===== src/rtl/btn_pkg.sv =====
// Shared constants for the button event FSM: state encoding and the press-counter width.
package btn_pkg;

  localparam int COUNT_W = 8;

  localparam logic [1:0] ST_IDLE    = 2'd0;
  localparam logic [1:0] ST_PRESSED = 2'd1;
  localparam logic [1:0] ST_LONG    = 2'd2;

  typedef enum logic [1:0] {
    IDLE    = ST_IDLE,
    PRESSED = ST_PRESSED,
    LONG    = ST_LONG
  } btn_state_e;

  function automatic int max_int(input int a, input int b);
    return (a > b) ? a : b;
  endfunction

endpackage


===== src/rtl/edge_detect.sv =====
// Registers the previous debounced level and flags its rising and falling edges.
module edge_detect (
  input  logic iClk,
  input  logic iRst_n,
  input  logic iS,
  output logic oRise,
  output logic oFall
);

  logic prev_q;

  // previous-level register; clears to 0 so a level held through reset reads as a press
  always_ff @(posedge iClk or negedge iRst_n) begin
    if (!iRst_n) begin
      prev_q <= 1'b0;
    end else begin
      prev_q <= iS;
    end
  end

  assign oRise = iS & ~prev_q;
  assign oFall = ~iS & prev_q;

endmodule


===== src/rtl/button_event_fsm.sv =====
// Turns a debounced button level into press/release/long/repeat pulses, a held flag and a press count.
// Auto-repeat is built only when BTN_AUTOREPEAT_EN is defined; otherwise oRepeat is tied low.
module button_event_fsm
  import btn_pkg::*;
#(
  parameter int HOLD_CYCLES   = 50000000,
  parameter int REPEAT_CYCLES = 10000000,
  parameter int CNT_W         = 26
) (
  input  logic               iClk,
  input  logic               iRst_n,
  input  logic               iS,
  output logic               oPress,
  output logic               oRelease,
  output logic               oLong,
  output logic               oRepeat,
  output logic               oHeld,
  output logic [COUNT_W-1:0] oCount
);

  localparam logic [CNT_W-1:0] HOLD_C = CNT_W'(HOLD_CYCLES);
  localparam logic [CNT_W-1:0] ONE_C  = CNT_W'(1);

  if (HOLD_CYCLES < 2 || REPEAT_CYCLES < 1 ||
      longint'(max_int(HOLD_CYCLES, REPEAT_CYCLES)) >= (longint'(1) << CNT_W)) begin : g_param_check
    $error("button_event_fsm: illegal HOLD_CYCLES/REPEAT_CYCLES/CNT_W combination");
  end

  logic rise_s;
  logic fall_s;

  edge_detect u_edge_detect (
    .iClk   (iClk),
    .iRst_n (iRst_n),
    .iS     (iS),
    .oRise  (rise_s),
    .oFall  (fall_s)
  );

  btn_state_e         state_q, state_d;
  logic [CNT_W-1:0]   cnt_q, cnt_d;
  logic [COUNT_W-1:0] presses_q, presses_d;
  logic               press_q, press_d;
  logic               release_q, release_d;
  logic               long_q, long_d;
  logic               held_q, held_d;

`ifdef BTN_AUTOREPEAT_EN
  localparam logic [CNT_W-1:0] REPEAT_C = CNT_W'(REPEAT_CYCLES);
  logic repeat_q, repeat_d;
`endif

  // next-state, hold/repeat counter and event pulses
  always_comb begin
    state_d   = state_q;
    cnt_d     = cnt_q;
    presses_d = presses_q;
    press_d   = 1'b0;
    release_d = 1'b0;
    long_d    = 1'b0;
`ifdef BTN_AUTOREPEAT_EN
    repeat_d  = 1'b0;
`endif
    case (state_q)
      IDLE: begin
        if (rise_s) begin
          press_d   = 1'b1;
          presses_d = presses_q + COUNT_W'(1);
          cnt_d     = ONE_C;
          state_d   = PRESSED;
        end else begin
          cnt_d = '0;
        end
      end
      PRESSED: begin
        // release takes priority over a threshold reached on the same edge
        if (fall_s) begin
          release_d = 1'b1;
          cnt_d     = '0;
          state_d   = IDLE;
        end else if (cnt_q == HOLD_C) begin
          long_d  = 1'b1;
          cnt_d   = ONE_C;
          state_d = LONG;
        end else begin
          cnt_d = cnt_q + ONE_C;
        end
      end
      LONG: begin
        if (fall_s) begin
          release_d = 1'b1;
          cnt_d     = '0;
          state_d   = IDLE;
        end else begin
`ifdef BTN_AUTOREPEAT_EN
          if (cnt_q == REPEAT_C) begin
            repeat_d = 1'b1;
            cnt_d    = ONE_C;
          end else begin
            cnt_d = cnt_q + ONE_C;
          end
`else
          cnt_d = cnt_q;
`endif
        end
      end
      default: begin
        state_d = IDLE;
        cnt_d   = '0;
      end
    endcase
    held_d = (state_d != IDLE);
  end

  // state, counter and registered outputs
  always_ff @(posedge iClk or negedge iRst_n) begin
    if (!iRst_n) begin
      state_q   <= IDLE;
      cnt_q     <= '0;
      presses_q <= '0;
      press_q   <= 1'b0;
      release_q <= 1'b0;
      long_q    <= 1'b0;
      held_q    <= 1'b0;
    end else begin
      state_q   <= state_d;
      cnt_q     <= cnt_d;
      presses_q <= presses_d;
      press_q   <= press_d;
      release_q <= release_d;
      long_q    <= long_d;
      held_q    <= held_d;
    end
  end

`ifdef BTN_AUTOREPEAT_EN
  // auto-repeat pulse register
  always_ff @(posedge iClk or negedge iRst_n) begin
    if (!iRst_n) begin
      repeat_q <= 1'b0;
    end else begin
      repeat_q <= repeat_d;
    end
  end

  assign oRepeat = repeat_q;
`else
  assign oRepeat = 1'b0;
`endif

  assign oPress   = press_q;
  assign oRelease = release_q;
  assign oLong    = long_q;
  assign oHeld    = held_q;
  assign oCount   = presses_q;

endmodule


===== config.mk =====
export PLATFORM = sky130hd
export DESIGN_NAME = button_event_fsm
export DESIGN_NICKNAME = d
export VERILOG_FILES = /design/src/rtl/btn_pkg.sv /design/src/rtl/edge_detect.sv /design/src/rtl/button_event_fsm.sv
export SDC_FILE = /design/constraint.sdc
export NUM_CORES = 1
export LEC_CHECK = 0
export ABC_AREA = 1
export CELL_PAD_IN_SITES_DETAIL_PLACEMENT = 1
export CELL_PAD_IN_SITES_GLOBAL_PLACEMENT = 2
export CORE_MARGIN = 5
export CORE_UTILIZATION = 39
export CTS_BUF_LIST = sky130_fd_sc_hd__clkbuf_2 sky130_fd_sc_hd__clkbuf_4 sky130_fd_sc_hd__clkbuf_8
export CTS_CLUSTER_DIAMETER = 100
export DETAILED_ROUTE_END_ITERATION = 12
export PLACE_DENSITY = 0.89
export SLEW_MARGIN = 20
export SYNTH_ARGS = -nofsm -noshare
export SYNTH_HDL_FRONTEND = slang
export SYNTH_SLANG_ARGS = --single-unit

===== constraint.sdc =====
create_clock -name iClk -period 2.9 [get_ports iClk]
set_clock_uncertainty 0.15 [all_clocks]
set_input_delay 0.58 -clock iClk [delete_from_list [all_inputs] [get_ports iClk]]
set_output_delay 0.58 -clock iClk [all_outputs]
set_load 0.02 [all_outputs]

==> results.md, run 1 <==
Status:
- The run finished with clean final reports.

Hold path:
- In this run the worst hold path is classified as input pin to asynchronous set/reset pin.

Pwr:
- The internal portion of the total power is between 1000 and 1500 uW.
- Combinational cells account for 28.9% of the total power.
- The portion of total power attributed to the clock network is around 29%.
- The worst supply voltage drop on vdd is 0.437 mV.
- The total power density per cell area is 576 nW/um^2.
- The fraction of power consumed by sequential logic is 42.4%.
- Net switching is 34.6% of the power.
- The leakage power is 0.00130 uW.
- Summed over all nets, the switching power comes to between 500 and 600 uW.

Drt:
- Dividing the detail-routed via count by the number of cells gives 5.02.
- Across all layers, the routed design uses approximately 2,300 vias.
- The number of antenna-violating nets in the routed design is 0.
- The starting DRC count in detailed routing is 77.
- The detailed-route wire length is 6.71 mm.
- In the routed design, unresolved DRC markers number 0.
- The detailed-routing iteration count for the pre-antenna-repair pass is 4.
- After detailed routing, the average wire length per cell comes to 14.9 um.

Global routing:
- Global routing used between 15 and 20% of the available tracks.
- The number of global-route vias before repair is about 2,400.
- The global-route wire length before repair is between 10 and 15 mm.
- The pin count of the biggest net entering global routing is 42.
- The sum of overflow across all layers after global routing is 0.
- The number of antenna violations at the first check in global routing came to 0.

Critical path:
- The count of cells along the worst register-to-register path is 9.
- The largest fanout on the critical path is 18.
- The endpoint identified for the worst register-to-register timing path is cnt_q[12]$_DFFE_PN0P_.
- The worst path required time is between 2 and 3 ns.
- The startpoint type of the worst setup path is an input pin.
- The worst endpoint data arrival time is around 2.2 ns.
- The setup check on the worst reg-to-reg path leaves a slack of 1.00 ns.
- The worst register-to-register path begins at state_q[0]$_DFF_PN0_.
- The worst setup path is captured at a flip-flop.
- The critical path start-end classification is input pin to flip-flop.

Timing:
- For this run, the top clock speed supported by timing is about 460 MHz.
- Setup violations remaining at the end of the flow were counted as 0.
- The hold slack is between 0.1 and 0.15 ns.
- The final clock period utilization by the worst path is between 70% and 80%.
- Setup repair after global routing left no endpoint under its margin.
- The tightest slew margin relative to the limit is a little under two thirds.
- The count of final max-slew check failures was 0.
- The minimum clock period after layout is around 2.2 ns.
- The actual transition at the worst max-transition pin is between 0.5 and 0.6 ns.
- Summed over all failing endpoints, the final setup total negative slack is 0 ns.
- The count of final hold-check violations is 0.

Synth:
- Yosys mapped the design onto 29 distinct sky130hd cell types.
- The share of the Yosys chip area taken by registers is 39.3%.
- The number of synthesized register bits is 41.
- The fraction of registers with async set or reset after synthesis is between 90% and 100%.
- Synthesis produced a netlist with a net count of 365.
- For this run, the number of Yosys warnings is 0.
- Among all flip-flop cells after synthesis, the most frequent one is sky130_fd_sc_hd__dfrtp_1.
- In the synthesized netlist, the number of instances is between 300 and 400.
- Summing every instance area after synthesis gives about 2600 sq um.
- The synthesized design contains 0 enable-type register cells.
- The average cell area after synthesis is ~7.4 sq um.

Floorplan:
- Once the floorplan was initialized, standard cells occupied around 40% of the core.
- The die covers approximately 8400 sq um.
- The I/O pin count is 16.
- The die width is approximately 92 um.
- In this run the standard cell core region covers 6420 sq um.
- The number of rows created at floorplan is 29.
- From bottom edge to top edge, the die measures approximately 92 um.

CTS:
- The clock net sink count is between 40 and 50.
- The CTS root buffer is sky130_fd_sc_hd__clkbuf_8.
- The number of levels the H-tree was split into is 2.
- The number of buffers on the longest clock path is 2.
- After clock tree synthesis, the setup repair step added 0 buffers.
- TritonCTS created 5 clock buffers.
- The register clock-pin slew on the reported worst setup and hold paths is around 0.09 ns.
- The number of hold buffers added after CTS was 0.
- TritonCTS built the clock tree.
- The number of gates resized after CTS was 0.
- The clock latency reported for the late side of the worst-skew pair is ~0.3 ns.

Final layout:
- The fraction of layout cells with a size suffix above 1 is 13.1%.
- The synthesis-to-layout area growth is 11.6%.
- The count of inserted antenna diode cells is 0.
- The final layout net count is roughly 380.

Placed design:
- The detailed placer's ending HPWL is about 5.2 mm.
- The count of port buffers added during placement is 14.
- At the end of routability-driven placement, the weighted congestion stood at about 0.85.

Job:
- The max-cap check violation count is 0.
cell families (layout without fill, tap and decap cells):
family,after synthesis,after routing,synth area share (%)
adders and majority gates,7,7,3.35
xor gates and xnor gates,15,15,5.03
buffers and inverters,51,69,8.72
and+or+nand+nor,225,225,40.3
DFF,41,41,39.3
other,1,1,0.144
AOI/OAI and AO/OA,15,15,3.11
cell usage after synthesis, drive strengths merged (2+ instances only):
master	count	area, sq um
nand2	108	458
o21ai	9	45.0
inv	46	173
buf	3	32.5
xnor2	3	26.3
nor3	2	15.0
ha	7	87.6
dfrtp	41	1030
nor2	80	388
xor2	12	105
nand3	25	130
a21oi	3	15.0
nand4	10	62.6
sequential cells by signal, summed over array words and instances (netlist names):
signal,flops
oCount,8
oRelease,1
cnt_q,26
u_edge_detect.prev_q,1
oHeld,1
state_q,2
oLong,1
oPress,1
per-stage QoR:
step	worst slack (ns)	power, uW	area [sq um]	instances	util [%]
after global placement	0.519	1210	2800	442	43.5
final	0.735	1680	2910	450	45.4
after floorplan	1.25	1030	2610	355	-
after CTS	0.743	1710	2910	450	45.3
after global routing	0.642	1800	2910	450	45.4
after detailed placement	0.435	1220	2800	442	43.5
worst max-delay path, stage by stage:
cell and delay, ns:
sky130_fd_sc_hd__clkdlybuf4s50_1 0.51, sky130_fd_sc_hd__inv_1 0.07, sky130_fd_sc_hd__nand2_2 0.11, sky130_fd_sc_hd__nand2_4 0.18, sky130_fd_sc_hd__inv_2 0.26, sky130_fd_sc_hd__nor2_2 0.09
sky130_fd_sc_hd__nand2_1 0.09, sky130_fd_sc_hd__inv_1 0.05, sky130_fd_sc_hd__o21ai_0 0.20, sky130_fd_sc_hd__nor2_2 0.07
area by class of cell:
type	instances	area (sq um)
clock inverter	2	38.8
fill	823	3510
timing repair buffer	14	138
sequential	41	1030
tap	77	96.3
inverter	47	181
clock buffer	6	76.3
multi-input combinational	263	1360
metal layers:
metal	track usage [%]	wire length [um]	up-vias
li1	-	-	1121
met1	20.9	3070	1108
met2	31.0	3410	21
met3	3.19	148	8
met4	4.33	87	0
met5	0	0	-
worst max path at each step:
stage                    startpoint                    end  slack [ns]
6_report                         iS  cnt_q[12]$_DFFE_PN0P_        0.73
2_1_floorplan  cnt_q[0]$_DFFE_PN0P_  cnt_q[12]$_DFFE_PN0P_        1.25
3_5_place_dp                     iS  cnt_q[12]$_DFFE_PN0P_        0.43
3_3_place_gp                     iS  cnt_q[12]$_DFFE_PN0P_        0.52
4_1_cts                          iS  cnt_q[12]$_DFFE_PN0P_        0.74
5_1_grt                          iS  cnt_q[18]$_DFFE_PN0P_        0.64
power by group through the flow:
stage / sequential [uW] / combinational, uW / clock (uW)
global route: 729 / 542 / 530
CTS: 714 / 497 / 498
global placement: 721 / 485 / 0
finish: 711 / 485 / 482
detailed placement: 725 / 493 / 0
floorplan: 777 / 254 / 0
cell usage in the layout (no fill, tap or decap), types with 7 or more instances in the layout:
cell type / count
sky130_fd_sc_hd__dfrtp_1: 41
sky130_fd_sc_hd__nand3_1: 24
sky130_fd_sc_hd__nand4_1: 10
sky130_fd_sc_hd__ha_1: 7
sky130_fd_sc_hd__nor2_2: 14
sky130_fd_sc_hd__nand2_2: 9
sky130_fd_sc_hd__nor2_4: 7
sky130_fd_sc_hd__nor2_1: 59
sky130_fd_sc_hd__clkdlybuf4s50_1: 13
sky130_fd_sc_hd__nand2_1: 95
sky130_fd_sc_hd__xor2_1: 12
sky130_fd_sc_hd__inv_1: 43
Power figures use the tool's default switching activity.
==> run 2, diff against run 1 <==
--- a/config.mk
+++ b/config.mk
@@ -9,11 +9,11 @@
 export CELL_PAD_IN_SITES_DETAIL_PLACEMENT = 1
 export CELL_PAD_IN_SITES_GLOBAL_PLACEMENT = 2
 export CORE_MARGIN = 5
-export CORE_UTILIZATION = 39
+export CORE_UTILIZATION = 32
 export CTS_BUF_LIST = sky130_fd_sc_hd__clkbuf_2 sky130_fd_sc_hd__clkbuf_4 sky130_fd_sc_hd__clkbuf_8
 export CTS_CLUSTER_DIAMETER = 100
 export DETAILED_ROUTE_END_ITERATION = 12
-export PLACE_DENSITY = 0.89
+export PLACE_DENSITY = 0.78
 export SLEW_MARGIN = 20
 export SYNTH_ARGS = -nofsm -noshare
 export SYNTH_HDL_FRONTEND = slang
==> constraint.sdc (replaced) <==
create_clock -name iClk -period 1.84 [get_ports iClk]
set_clock_uncertainty 0.15 [all_clocks]
set_input_delay 0.368 -clock iClk [delete_from_list [all_inputs] [get_ports iClk]]
set_output_delay 0.368 -clock iClk [all_outputs]
set_load 0.02 [all_outputs]
==> run 2 against run 1 <==
  * Non-clock buffer count up 27
  * Utilization is 5.4 points lower
  * Via count up 2.8%
  * Combinational power grew 87%
  * Power rose by 69%
  * Worst setup slack worse by 0.66 ns
  * Hold slack improved by 0.21 ns
  * Final cell count up 12%
==> results.md, run 2 (synthesis results as in run 1) <==
Critical path:
- The startpoint type of the worst setup path is a flip-flop (was input pin).
- The dominant delay contributor by cell family on the critical path is buffers and inverters (unchanged).
- The worst path required time is 1.32 ns (was 2.93 ns).
- The number of buffer and inverter stages on the critical path is 1 (was 4).
- The element type at the critical path end was an output port (was flip-flop).
- The largest fanout on the critical path is 1 (was 18).
- Cells along the critical path: clkdlybuf4s50_1 (was clkdlybuf4s50_1, inv_1, nand2_2, nand2_4, inv_2, nor2_2, nand2_1, inv_1, o21ai_0, nor2_2).
- The cell with the biggest individual delay on the critical path is sky130_fd_sc_hd__clkdlybuf4s50_1 (unchanged).
- The delay of the slowest cell on the worst path came to 0.61 ns (was 0.51 ns).
- The worst endpoint data arrival time came to 1.25 ns (was 2.20 ns).
- The critical path start-end classification was flip-flop to output port (was input pin to flip-flop).

Timing:
- The post-route setup TNS is 0 ns (unchanged).
- The hold slack is 0.325 ns (was 0.114 ns).
- The routed design could run at a clock period as short as between 1.5 and 2 ns.
- The upper clock frequency limit is 565 MHz.
- The total setup violations reported at the end of the flow is 0 (unchanged).
- The final clock period utilization by the worst path is a little over nine tenths.
- The count of final max-slew check failures was 0 (unchanged).
- The count of final hold-check violations is 0 (unchanged).

Pwr:
- The leakage power came to 0.00148 uW (was 0.00130 uW).
- The worst supply voltage drop on vdd came to 0.484 mV (was 0.437 mV).
- The total power density per cell area is 877 nW/um^2 (was 576 nW/um^2).

Drt:
- The number of antenna-violating nets in the routed design was 0 (unchanged).
- The routed length on met1 is 3.41 mm (was 3.07 mm).
- The starting DRC count in detailed routing is 71 (was 77).
- The count of unresolved DRC violations after routing is 0 (unchanged).
- The detailed route wirelength on metal2 came to 3.72 mm (was 3.41 mm).
- The detailed-route wire length is 7.37 mm (was 6.71 mm).
- The wire length per cell after detailed routing is 14.6 um (was 14.9 um).
- The detailed-routing iteration count for the pre-antenna-repair pass is 4 (unchanged).
- The top routing layer in use was met4 (unchanged).
- The detailed route wirelength on metal3 is 162 um (was 148 um).
- The detail-routed via count per cell was 4.60 (was 5.02).
- The via count of the routed design is 2,322 (was 2,258).

Global routing:
- The number of global-route vias before repair came to 2,546 (was 2,373).
- The sum of overflow across all layers after global routing was 0 (unchanged).
- The global-route wire length before repair is 12.6 mm (was 11.5 mm).
- The pin count of the biggest net entering global routing was 23 (was 42).
- The aggregate global-route resource usage is 16.0% (was 17.1%).
- The number of antenna violations at the first check in global routing was 0 (unchanged).

Final layout:
- The post-layout instance area is 3230 sq um (was 2910 sq um).
- Highest-count cells in the layout ignoring fill and taps: sky130_fd_sc_hd__nand2_1, sky130_fd_sc_hd__nor2_1, sky130_fd_sc_hd__inv_1, sky130_fd_sc_hd__dfrtp_1, sky130_fd_sc_hd__nand3_1 (unchanged).
- The post-route core utilization was 40.0% (was 45.4%).
- The synthesis-to-layout area growth is 23.9% (was 11.6%).
- The most flop-heavy register is cnt_q (unchanged).
- The most frequent standard cell in the layout excluding fill and tap cells is sky130_fd_sc_hd__nand2_1 (unchanged).
- The fill cell total of the finished layout is 1,054 (was 823).
- The count of inserted antenna diode cells was 0 (unchanged).
- The number of flip-flops in the largest register is 26 (unchanged).
- The final layout net count is 409 (was 382).
- The fraction of layout cells with a size suffix above 1 is 21.5% (was 13.1%).

CTS:
- The number of levels the H-tree was split into is 2 (unchanged).
- The clock latency reported for the late side of the worst-skew pair was 0.31 ns (was 0.30 ns).
- The clock buffer count from CTS came to 5 (unchanged).
- The CTS root buffer is sky130_fd_sc_hd__clkbuf_8 (unchanged).
- The clock net sink count is 41 (unchanged).
- The register clock-pin slew on the reported worst setup and hold paths is 0.09 ns (about the same).
- The number of buffers on the longest clock path was 2 (unchanged).
- The TritonCTS clock tree is built (unchanged).

Floorplan:
- The die area is 10,100 sq um (was 8430 sq um).
- The die width was 100 um (was 91.8 um).
- The starting utilization of the core area is 32.3% (was 40.7%).
- The standard cell core area is 8090 sq um (was 6420 sq um).
- The number of rows created at floorplan is 33 (was 29).
- The I/O pin count is 16 (unchanged).
- The die span in y came to 100 um (was 91.8 um).

Placed design:
- The placed standard-cell area is 3040 sq um (was 2800 sq um).
- The detailed placer's ending HPWL is 5.83 mm (was 5.24 mm).
- The count of port buffers added during placement is 14 (unchanged).
- The routability congestion estimate from global placement is 0.866 (was 0.847).

Hold path:
- The class of the tightest hold or removal check was flip-flop to flip-flop (was input pin to asynchronous set/reset pin).

Status:
- Result of the run: complete, no violations (unchanged).

Job:
- The max-cap check violation count is 0 (unchanged).
[run 2: changes by cell type in the layout (fill, tap and decap cells not counted), moves of 4 or more]
cell                              change
sky130_fd_sc_hd__buf_4               +22
sky130_fd_sc_hd__clkdlybuf4s50_1      -8
sky130_fd_sc_hd__dlygate4sd2_1        +6
sky130_fd_sc_hd__nor2_1               -4
[run 2: power by group]
group          internal (uW)  switching (uW)  leakage (uW)
sequential              1010             112      0.000548
clock                    442             365     0.0000574
combinational            389             516      0.000877
total                   1840             993       0.00148
[run 2: through the flow]
| stage | setup WS, ns | cells | total power, uW |
|---|---|---|---|
| after floorplan | 0.193 | 355 | 1630 |
| after global placement | -0.0800 | 493 | 2030 |
| after detailed placement | -0.115 | 493 | 2040 |
| after CTS | 0.0118 | 502 | 2810 |
| after global routing | -0.0191 | 505 | 3020 |
| final | 0.0710 | 505 | 2840 |
[run 2: worst paths after layout]
path	from	to	slack, ns	cells after the start
max in group asynchronous	iRst_n	cnt_q[2]$_DFFE_PN0P_	0.88	3
setup / recovery	oHeld$_DFF_PN0_	oHeld	0.07	1
setup reg to reg	cnt_q[0]$_DFFE_PN0P_	cnt_q[16]$_DFFE_PN0P_	0.08	12
hold reg to reg	oCount[7]$_DFFE_PN0P_	oCount[7]$_DFFE_PN0P_	0.32	1
hold / removal	oCount[7]$_DFFE_PN0P_	oCount[7]$_DFFE_PN0P_	0.32	1
min in group asynchronous	iRst_n	cnt_q[15]$_DFFE_PN0P_	0.41	3
[run 2: worst reg2reg max path, cell delays in order, from the launching register on]
cell                      delay, ns
sky130_fd_sc_hd__dfrtp_1       0.44
sky130_fd_sc_hd__inv_2         0.11
sky130_fd_sc_hd__ha_4          0.13
sky130_fd_sc_hd__nand2_2       0.05
sky130_fd_sc_hd__nor2_1        0.10
sky130_fd_sc_hd__nand2_1       0.06
sky130_fd_sc_hd__nor2_1        0.13
sky130_fd_sc_hd__nand2_2       0.10
sky130_fd_sc_hd__nand2_4       0.09
sky130_fd_sc_hd__nand2_4       0.06
sky130_fd_sc_hd__buf_12        0.13
sky130_fd_sc_hd__nand2_1       0.05
sky130_fd_sc_hd__nor2_1        0.05
[run 2: repair_timing]
item,in CTS,in global routing
setup buffers,0,3
hold buffers,1,0
pin swaps,0,3
resized for setup,6,15
endpoints found under the hold margin,41,0
setup endpoints to repair,6,19
[run 2: area by class of cell]
type                    count  area, sq um  area share, %
flip-flops and latches     41         1030           31.7
inverters                  47          181           5.61
clock buffers               6         82.6           2.55
multi-input cells         263         1400           43.3
well taps                 105          131           4.06
repair buffers             41          375           11.6
clock inverters             2         37.5           1.16
[run 2: metal layers]
layer  up-vias  track usage (%)
met5         -                0
met4         0             3.52
met3         8             2.78
met2        27             27.6
met1      1111             21.0
li1       1176                -
